## config.mk

```make
export PLATFORM = sky130hd
export DESIGN_NAME = stage_sequencer
export DESIGN_NICKNAME = d
export VERILOG_FILES = /design/src/rtl/cpu_ctrl_pkg.sv /design/src/rtl/stage_wdog.sv /design/src/rtl/stage_sequencer.sv
export SDC_FILE = /design/constraint.sdc
export NUM_CORES = 1
export LEC_CHECK = 0
export CORE_MARGIN = 2
export CORE_UTILIZATION = 52
export CTS_CLUSTER_SIZE = 8
export DETAILED_ROUTE_END_ITERATION = 12
export GPL_TIMING_DRIVEN = 0
export PLACE_DENSITY = 0.82
export SETUP_SLACK_MARGIN = 0.2
export SLEW_MARGIN = 20
export SYNTH_ARGS = -nofsm -noshare
export SYNTH_HDL_FRONTEND = slang
export SYNTH_SLANG_ARGS = --single-unit
```

## constraint.sdc

```tcl
create_clock -name clk -period 3.1 [get_ports clk]
set_input_delay 0.62 -clock clk [delete_from_list [all_inputs] [get_ports clk]]
set_output_delay 0.62 -clock clk [all_outputs]
set_load 0.01 [all_outputs]
```

## src/rtl/cpu_ctrl_pkg.sv

```systemverilog
// ---------------------------------------------------------------------------
// cpu_ctrl_pkg
// Shared CPU control definitions: sequencer state encoding, symbolic stage
// indices for the default five-stage datapath, and the default stage count.
// No ports (package).
// ---------------------------------------------------------------------------
package cpu_ctrl_pkg;

    typedef enum logic [1:0] {
        IDLE = 2'd0,
        RUN  = 2'd1,
        HALT = 2'd2
    } seq_state_t;

    // Stage indices of the default datapath.
    typedef enum int {
        STG_IF = 0,
        STG_RF = 1,
        STG_EX = 2,
        STG_DM = 3,
        STG_PC = 4
    } stage_idx_t;

    localparam int NUM_STAGES_DEF = 5;

endpackage

```

## src/rtl/stage_wdog.sv

```systemverilog
// ---------------------------------------------------------------------------
// stage_wdog
// Per-stage wait counter. Counts cycles while enable=1 and restarts from zero
// whenever clear=1. expired is high in the TIMEOUT-th consecutive cycle that
// the same stage has been active, so the caller can still let a done in that
// same cycle win.
// Ports:
//   clk      in   clock
//   nreset   in   synchronous, active-high reset
//   clear    in   restart the count (stage change or not running)
//   enable   in   count this cycle
//   expired  out  current cycle is the last one allowed without done
// ---------------------------------------------------------------------------
module stage_wdog #(
    parameter int TIMEOUT = 255
) (
    input  logic clk,
    input  logic nreset,
    input  logic clear,
    input  logic enable,
    output logic expired
);

    localparam int W = $clog2(TIMEOUT + 1);

    logic [W-1:0] count_reg;

    always_ff @(posedge clk) begin
        if (nreset || clear) begin
            count_reg <= '0;
        end else if (enable) begin
            count_reg <= count_reg + W'(1);
        end
    end

    // count_reg holds the number of earlier cycles spent in this stage.
    assign expired = (count_reg == W'(TIMEOUT - 1));

endmodule

```

## src/rtl/stage_sequencer.sv

```systemverilog
// ---------------------------------------------------------------------------
// stage_sequencer
// Multi-cycle CPU stage controller. Issues one-hot stage go strobes, advances
// on per-stage done, skips stages chosen by decode, supports flush, run/stop,
// a watchdog that halts on a stuck stage, and retire/cycle counters.
// Ports:
//   clk, nreset       clock, synchronous active-high reset
//   run_i             start / continue issuing instructions
//   stage_done_i      per-stage completion (only the active bit matters)
//   skip_mask_i       stages to bypass, sampled when DECODE_STAGE completes
//   flush_i           abort the current instruction
//   go_o, stage_o     one-hot active stage and its index
//   busy_o            sequencer is running
//   retire_o          last executed stage completes this cycle
//   instr_count_o     retired instruction count
//   cycle_count_o     busy cycle count
//   timeout_o         sticky watchdog flag
// ---------------------------------------------------------------------------
module stage_sequencer
    import cpu_ctrl_pkg::*;
#(
    parameter int NUM_STAGES   = NUM_STAGES_DEF,
    parameter int DECODE_STAGE = STG_RF,
    parameter int CNT_W        = 32,
    parameter int TIMEOUT      = 255
) (
    input  logic                          clk,
    input  logic                          nreset,
    input  logic                          run_i,
    input  logic [NUM_STAGES-1:0]         stage_done_i,
    input  logic [NUM_STAGES-1:0]         skip_mask_i,
    input  logic                          flush_i,
    output logic [NUM_STAGES-1:0]         go_o,
    output logic [$clog2(NUM_STAGES)-1:0] stage_o,
    output logic                          busy_o,
    output logic                          retire_o,
    output logic [CNT_W-1:0]              instr_count_o,
    output logic [CNT_W-1:0]              cycle_count_o,
    output logic                          timeout_o
);

    localparam int IDX_W = $clog2(NUM_STAGES);
    localparam logic [NUM_STAGES-1:0] ALL_ONES   = {NUM_STAGES{1'b1}};
    // Only stages after decode may be skipped.
    localparam logic [NUM_STAGES-1:0] SKIP_ALLOW = ALL_ONES << (DECODE_STAGE + 1);

    seq_state_t              state_reg;
    logic [IDX_W-1:0]        stage_reg;
    logic [NUM_STAGES-1:0]   skip_reg;
    logic [CNT_W-1:0]        instr_count_reg;
    logic [CNT_W-1:0]        cycle_count_reg;
    logic                    timeout_reg;

    logic                    done;
    logic [NUM_STAGES-1:0]   eff_skip;
    logic [NUM_STAGES-1:0]   cand;
    logic [IDX_W:0]          pick;
    logic                    has_next;
    logic [IDX_W-1:0]        next_idx;
    logic                    wd_expired;

    // Lowest set bit of cand; MSB of the result flags that one was found.
    function automatic logic [IDX_W:0] next_stage(input logic [NUM_STAGES-1:0] c);
        logic [IDX_W:0] result;
        result = '0;
        for (int j = NUM_STAGES - 1; j >= 0; j--) begin
            if (c[j]) begin
                result = {1'b1, IDX_W'(j)};
            end
        end
        return result;
    endfunction

    generate
        for (genvar gi = 0; gi < NUM_STAGES; gi++) begin : g_go
            assign go_o[gi] = (state_reg == RUN) && (stage_reg == IDX_W'(gi));
        end
    endgenerate

    assign busy_o        = (state_reg == RUN);
    assign stage_o       = stage_reg;
    assign instr_count_o = instr_count_reg;
    assign cycle_count_o = cycle_count_reg;
    assign timeout_o     = timeout_reg;

    // go_o is all-zero outside RUN, so this also gates done by state.
    assign done = |(stage_done_i & go_o);

    // While decode is completing, the mask being latched already steers the
    // choice of the following stage.
    assign eff_skip = ((stage_reg == IDX_W'(DECODE_STAGE)) ? skip_mask_i : skip_reg) & SKIP_ALLOW;
    assign cand     = ~eff_skip & (ALL_ONES << (int'(stage_reg) + 1));
    assign pick     = next_stage(cand);
    assign has_next = pick[IDX_W];
    assign next_idx = pick[IDX_W-1:0];

    // Flush takes priority over completion, so no retire on a flushed cycle.
    assign retire_o = done && !flush_i && !has_next;

    stage_wdog #(
        .TIMEOUT (TIMEOUT)
    ) u_wdog (
        .clk     (clk),
        .nreset  (nreset),
        .clear   ((state_reg != RUN) || done || flush_i),
        .enable  (busy_o),
        .expired (wd_expired)
    );

    always_ff @(posedge clk) begin
        if (nreset) begin
            state_reg       <= IDLE;
            stage_reg       <= IDX_W'(STG_IF);
            skip_reg        <= '0;
            instr_count_reg <= '0;
            cycle_count_reg <= '0;
            timeout_reg     <= 1'b0;
        end else begin
            case (state_reg)
                IDLE: begin
                    if (run_i) begin
                        state_reg <= RUN;
                        stage_reg <= IDX_W'(STG_IF);
                    end
                end
                RUN: begin
                    cycle_count_reg <= cycle_count_reg + CNT_W'(1);
                    if (flush_i) begin
                        stage_reg <= IDX_W'(STG_IF);
                        skip_reg  <= '0;
                        state_reg <= run_i ? RUN : IDLE;
                    end else if (done) begin
                        if (has_next) begin
                            stage_reg <= next_idx;
                            if (stage_reg == IDX_W'(DECODE_STAGE)) begin
                                skip_reg <= eff_skip;
                            end
                        end else begin
                            instr_count_reg <= instr_count_reg + CNT_W'(1);
                            stage_reg       <= IDX_W'(STG_IF);
                            skip_reg        <= '0;
                            state_reg       <= run_i ? RUN : IDLE;
                        end
                    end else if (wd_expired) begin
                        // Stage index is kept so the stuck stage is visible.
                        state_reg   <= HALT;
                        timeout_reg <= 1'b1;
                    end
                end
                HALT: begin
                    state_reg <= HALT;
                end
                default: begin
                    state_reg <= IDLE;
                end
            endcase
        end
    end

endmodule

```

# ---- Word level (Yosys, flattened, before mapping)
# Cells that the tools add are included.
dict set report word_totals {
  ff_bits 83
  inputBits 14
  output_inout_bits 75
  elab_cells 75
}
dict set report classes {
  add_sub_neg 4
  eq_ne 13
  n_shift 1
  muxes 22
  bitwise_logic 6
  reduce_logical 22
}
# op count
set op_table {}
lappend op_table {{$add 32x1->32 const B} 2}
lappend op_table {{$mux 5} 5}
lappend op_table {{$mux 4} 5}
lappend op_table {{$mux 3} 4}
lappend op_table {{$and 5x5->5} 2}
lappend op_table {{$mux 2} 5}
lappend op_table {{$reduce_and 3->1} 3}
lappend op_table {{$add 8x1->8 const B} 1}
lappend op_table {{$eq 8x8->1 const B} 1}
lappend op_table {{$reduce_and 4->1} 2}
lappend op_table {{$logic_and 1x1->1} 7}
lappend op_table {{$eq 3x2->1 const B} 2}
lappend op_table {{$ne 3x2->1 const B} 2}
lappend op_table {{$pmux 2 s3} 1}
lappend op_table {{$pmux 3 s2} 1}
lappend op_table {{$not 5->5} 1}
lappend op_table {{$reduce_or 5->1} 1}
lappend op_table {{$shl 5x4->5 const A} 1}
lappend op_table {{$add 3x1->4 const B} 1}
lappend op_table {{$ne 4x2->1 const B} 1}
lappend op_table {{$ne 4x4->1 const B} 1}
lappend op_table {{$reduce_bool 2->1} 2}
lappend op_table {{$eq 3x1->1 const B} 1}
lappend op_table {{$eq 3x3->1 const B} 1}
lappend op_table {{10 further kinds} 15}

# ---- Depth between registers and ports, before layout
dict set report logic_depth {
  depth_word 13
  mapped_depth 10
  ltp_nobuf 8
}

# ---- By module
# Synthesis repeated with hierarchy kept, for this count alone.
dict set report hier_totals {
  cells_unflattened 493
  area_unflattened_um2 4222.8
}
# module instances cells_per_inst area_per_inst_um2 seq_area_each_um2
set by_module_without_submodules {}
lappend by_module_without_submodules {stage_sequencer 1 451 3853.7 1461.4}
lappend by_module_without_submodules {stage_wdog 1 42 369.1 160.2}

# ---- Least setup slack after synthesis
# Ideal clock, no wire load.
dict set report synth_path {
  path_kind {register -> output}
  start {reg stage_reg[2] (netlist: stage_o[2])}
  end {out retire_o}
  t_arrival_ns 1.910
  t_required_ns 2.480
  slack_ns 0.570
  stages_incl_launch_ff 8
  cell_sequence {dfxtp_1 buf_4 inv_2 ha_1 nor2b_1 o21ai_1 nand4_2 nor3_1}
}
dict set report synth_between {
  elab_chain_len 11
  elab_cells_between_ends 25
  cone_classes {add/sub (1); eq/ne (4); shift (1); mux (6); bitwise (3); reduce/logical (10)}
}
# element line
set synth_lines {}
lappend synth_lines {{from (decl)} stage_sequencer.sv:48} ;# logic [IDX_W-1:0] stage_reg;
lappend synth_lines {{from (signal assigned)} stage_sequencer.sv:113} ;# stage_reg <= IDX_W'(STG_IF);
lappend synth_lines {{from (signal assigned)} stage_sequencer.sv:123} ;# stage_reg <= IDX_W'(STG_IF);
lappend synth_lines {{from (signal assigned)} stage_sequencer.sv:129} ;# stage_reg <= IDX_W'(STG_IF);
lappend synth_lines {{branches (longest 10 deep; another with $add 3x1->4)} --}
lappend synth_lines {{$logic_and 1x1->1 *} stage_sequencer.sv:98} ;# assign retire_o = done && !flush_i && !has_next;
lappend synth_lines {{to (decl)} stage_sequencer.sv:36} ;# output logic retire_o,
# Every way passes the cells marked *.

# ---- Final worst setup path
# Ends and elaborated chain as after synthesis.

==> results.json <==
{
  "fin_setup_tns_ns": 0,
  "max-cap-violations": 0,
  "final_nets": 636,
  "crit_required_ns": 2.48,
  "synth-edff-count": 0,
  "use_met1_pct": 36.6,
  "syn-num-nets": 537,
  "path_class": "flip-flop to primary output",
  "pin_count": 89,
  "ys_warn_count": 0,
  "grt_pass1_vias": 4046,
  "fmax_mhz": 343,
  "routed_via_density": 6.08,
  "syn_area_um2": 4410,
  "ys.flop_type": "dfxtp_1",
  "final_cell_mix": "clkdlybuf4s50_1, dfxtp_1, nor2_1",
  "wirelength_um": 11800,
  "globalRouteMet3Util_pct": 4.31,
  "finalCritPeriodShare_pct": 94.1,
  "arrival_ns": 2.30,
  "ys_seq_area_share_pct": 36.8,
  "gp_congestion": 0.892,
  "die_area_um2": 9230,
  "leakage_nw": 1.92,
  "slew_viol_final": 0,
  "worstPathMaxFanout": 9,
  "fill_cells": 651,
  "layout_min_cycle_time_ns": 2.92,
  "endpoint_kind": "primary output",
  "avgSynthCellArea_um2": 8.61,
  "synth_seq_cells": 81,
  "vias": 4383,
  "initial_core_util_pct": 53.6,
  "antenna_found_initial": 0,
  "slew_headroom_pct": 53.8,
  "coreArea_um2": 8220,
  "cts.sinks": 81,
  "row_count": 33,
  "die_w_um": 96.1,
  "numCtsBuffers": 9,
  "clkTransAtPathRegs_ns": 0.08,
  "rsz0062_at_grt": "true",
  "grt_max_degree": 15,
  "h-tree-depth": 3,
  "syn_inst": 512,
  "power_mw": 2.12,
  "io_buffers": 85,
  "drtIter0Drc": 288,
  "gr-total-overflow": 0,
  "die_y_um": 96.1,
  "dp_slack_ns": -0.316,
  "vdd_drop_max_mv": 0.262,
  "drtAntennaViolNets": 0,
  "place_hpwl_um": 8390,
  "crit_buf_inv": 3,
  "grt.total_usage_pct": 26.4,
  "synthArstFlopShare_pct": 0,
  "power_density_nw_per_um2": 371,
  "fin_worst_skew_ns": 0.00843,
  "clock-root-buffer": "clkbuf_8",
  "area_delta_synth_final_pct": 29.7,
  "wl_per_cell_um": 16.4,
  "min_path_type": "flip-flop to flip-flop",
  "timing_hold_violations_final": 0,
  "final_common_cell": "clkdlybuf4s50_1",
  "grt_use_met2_pct": 41.7,
  "drive_gt1_share_pct": 9.42,
  "crit_chain": "buf_4 > inv_2 > ha_1 > nor2b_1 > o21ai_2 > nand4_4 > nor3_4 > dlygate4sd2_1",
  "tightestPinTransition_ns": 0.688,
  "path_delay_family": "buffers and inverters",
  "grt_busiest_layer": "met2",
  "cp-start-kind": "flip-flop",
  "cpPeakStageDelay_ns": 0.37,
  "hold_buffers": 0,
  "firstDrtPassIters": 5,
  "cts_tree": "done",
  "dp_cells": 702,
  "max-clock-path-buffers": 2,
  "setup_slack_ns": 0.184,
  "outcome": "finished, final reports clean",
  "post-route-drc-count": 0,
  "setup_viol": 0,
  "slowest_stage": "dfxtp_2",
  "antenna_cells": 0,
  "grt_pass1_wl_um": 19400,
  "insertion_delay_ns": 0.35,
  "ys_types": 64,
  "layoutNonFillerInstCount": 721
}
-- path summary, 6_finish.rpt --
path | startpoint | endpoint | slack (ns) | depth (start not counted)
worst max-delay path | stage_o[2] | retire_o | 0.18 | 8
worst min-delay path | u_wdog.count_reg[0] | u_wdog.count_reg[0] | 0.47 | 1
worst max register to register | stage_o[2] | instr_count_o[3] | 0.44 | 11
worst min register to register | u_wdog.count_reg[0] | u_wdog.count_reg[0] | 0.47 | 1
-- layer usage --
layer | vias up | wire [um]
met1 | 2084 | 5430
met3 | 22 | 718
met4 | 0 | 190
met2 | 171 | 5510
met5 | - | 0
li1 | 2106 | -
-- power breakdown --
group          switching, mW  internal [mW]
Clock                  0.399          0.541
Combinational         0.0824         0.0507
Sequential           0.00628           1.04
-- area by class of cell --
class                      instances  area (um^2)  area share [%]
sequential                        81         1630            28.5
tap                              105          131            2.30
clock buffer                      10          128            2.23
timing repair buffer              88          877            15.3
inverter                          20         75.1            1.31
clock inverter                     6          115            2.01
multi-input combinational        381         2610            45.7
buffer                            30          154            2.69
-- logic make-up after synthesis --
| family | share of synthesized area [%] |
|---|---|
| AOI/OAI and AO/OA | 15.8 |
| and+or+nand+nor | 31.0 |
| buffers and inverters | 4.88 |
| adders and majority gates | 3.12 |
| xor gates and xnor gates | 6.95 |
| muxes | 1.50 |
| DFF | 36.8 |
-- Yosys cell counts, drive strengths merged, types with 2 or more instances --
library cell	count	area, um^2
o22ai	2	12.5
clkbuf	17	63.8
or4	24	180
and4b	2	20.0
and3b	2	17.5
nor4	12	105
nand4bb	2	22.5
o21ai	4	23.8
nor2b	7	46.3
mux2	5	56.3
a221oi	2	23.8
o2111ai	12	118
or4b	3	30.0
nand3b	5	37.5
nand4	20	146
nor3	10	55.1
xor2	14	123
nor4b	2	17.5
and3	7	43.8
a21oi	34	170
dfxtp	81	1620
and4	8	70.1
o41ai	6	52.6
and2	8	50.1
nand3	20	105
nor2	58	218
xnor2	21	184
inv	20	75.1
buf	13	76.3
nand4b	2	32.5
ha	11	138
nand2b	6	37.5
o211ai	2	15.0
o31ai	27	203
nand2	31	119
-- what timing repair did --
| action | CTS | global route |
|---|---|---|
| gates resized for setup | 14 | 6 |
| setup buffers | 2 | 1 |
| setup endpoints to repair | 6 | 5 |
| cloned | 0 | 0 |
| pin swaps | 3 | 1 |
-- through the flow --
step	instance area, um^2	utilization [%]	hold WS (ns)
after floorplan	4410	-	0.430
after global placement	5390	65.6	0.445
after detailed placement	5390	65.6	0.458
after CTS	5700	69.3	0.477
after global routing	5720	69.6	0.507
final	5720	69.6	0.470
No activity file was read; power rests on OpenSTA's default activity.
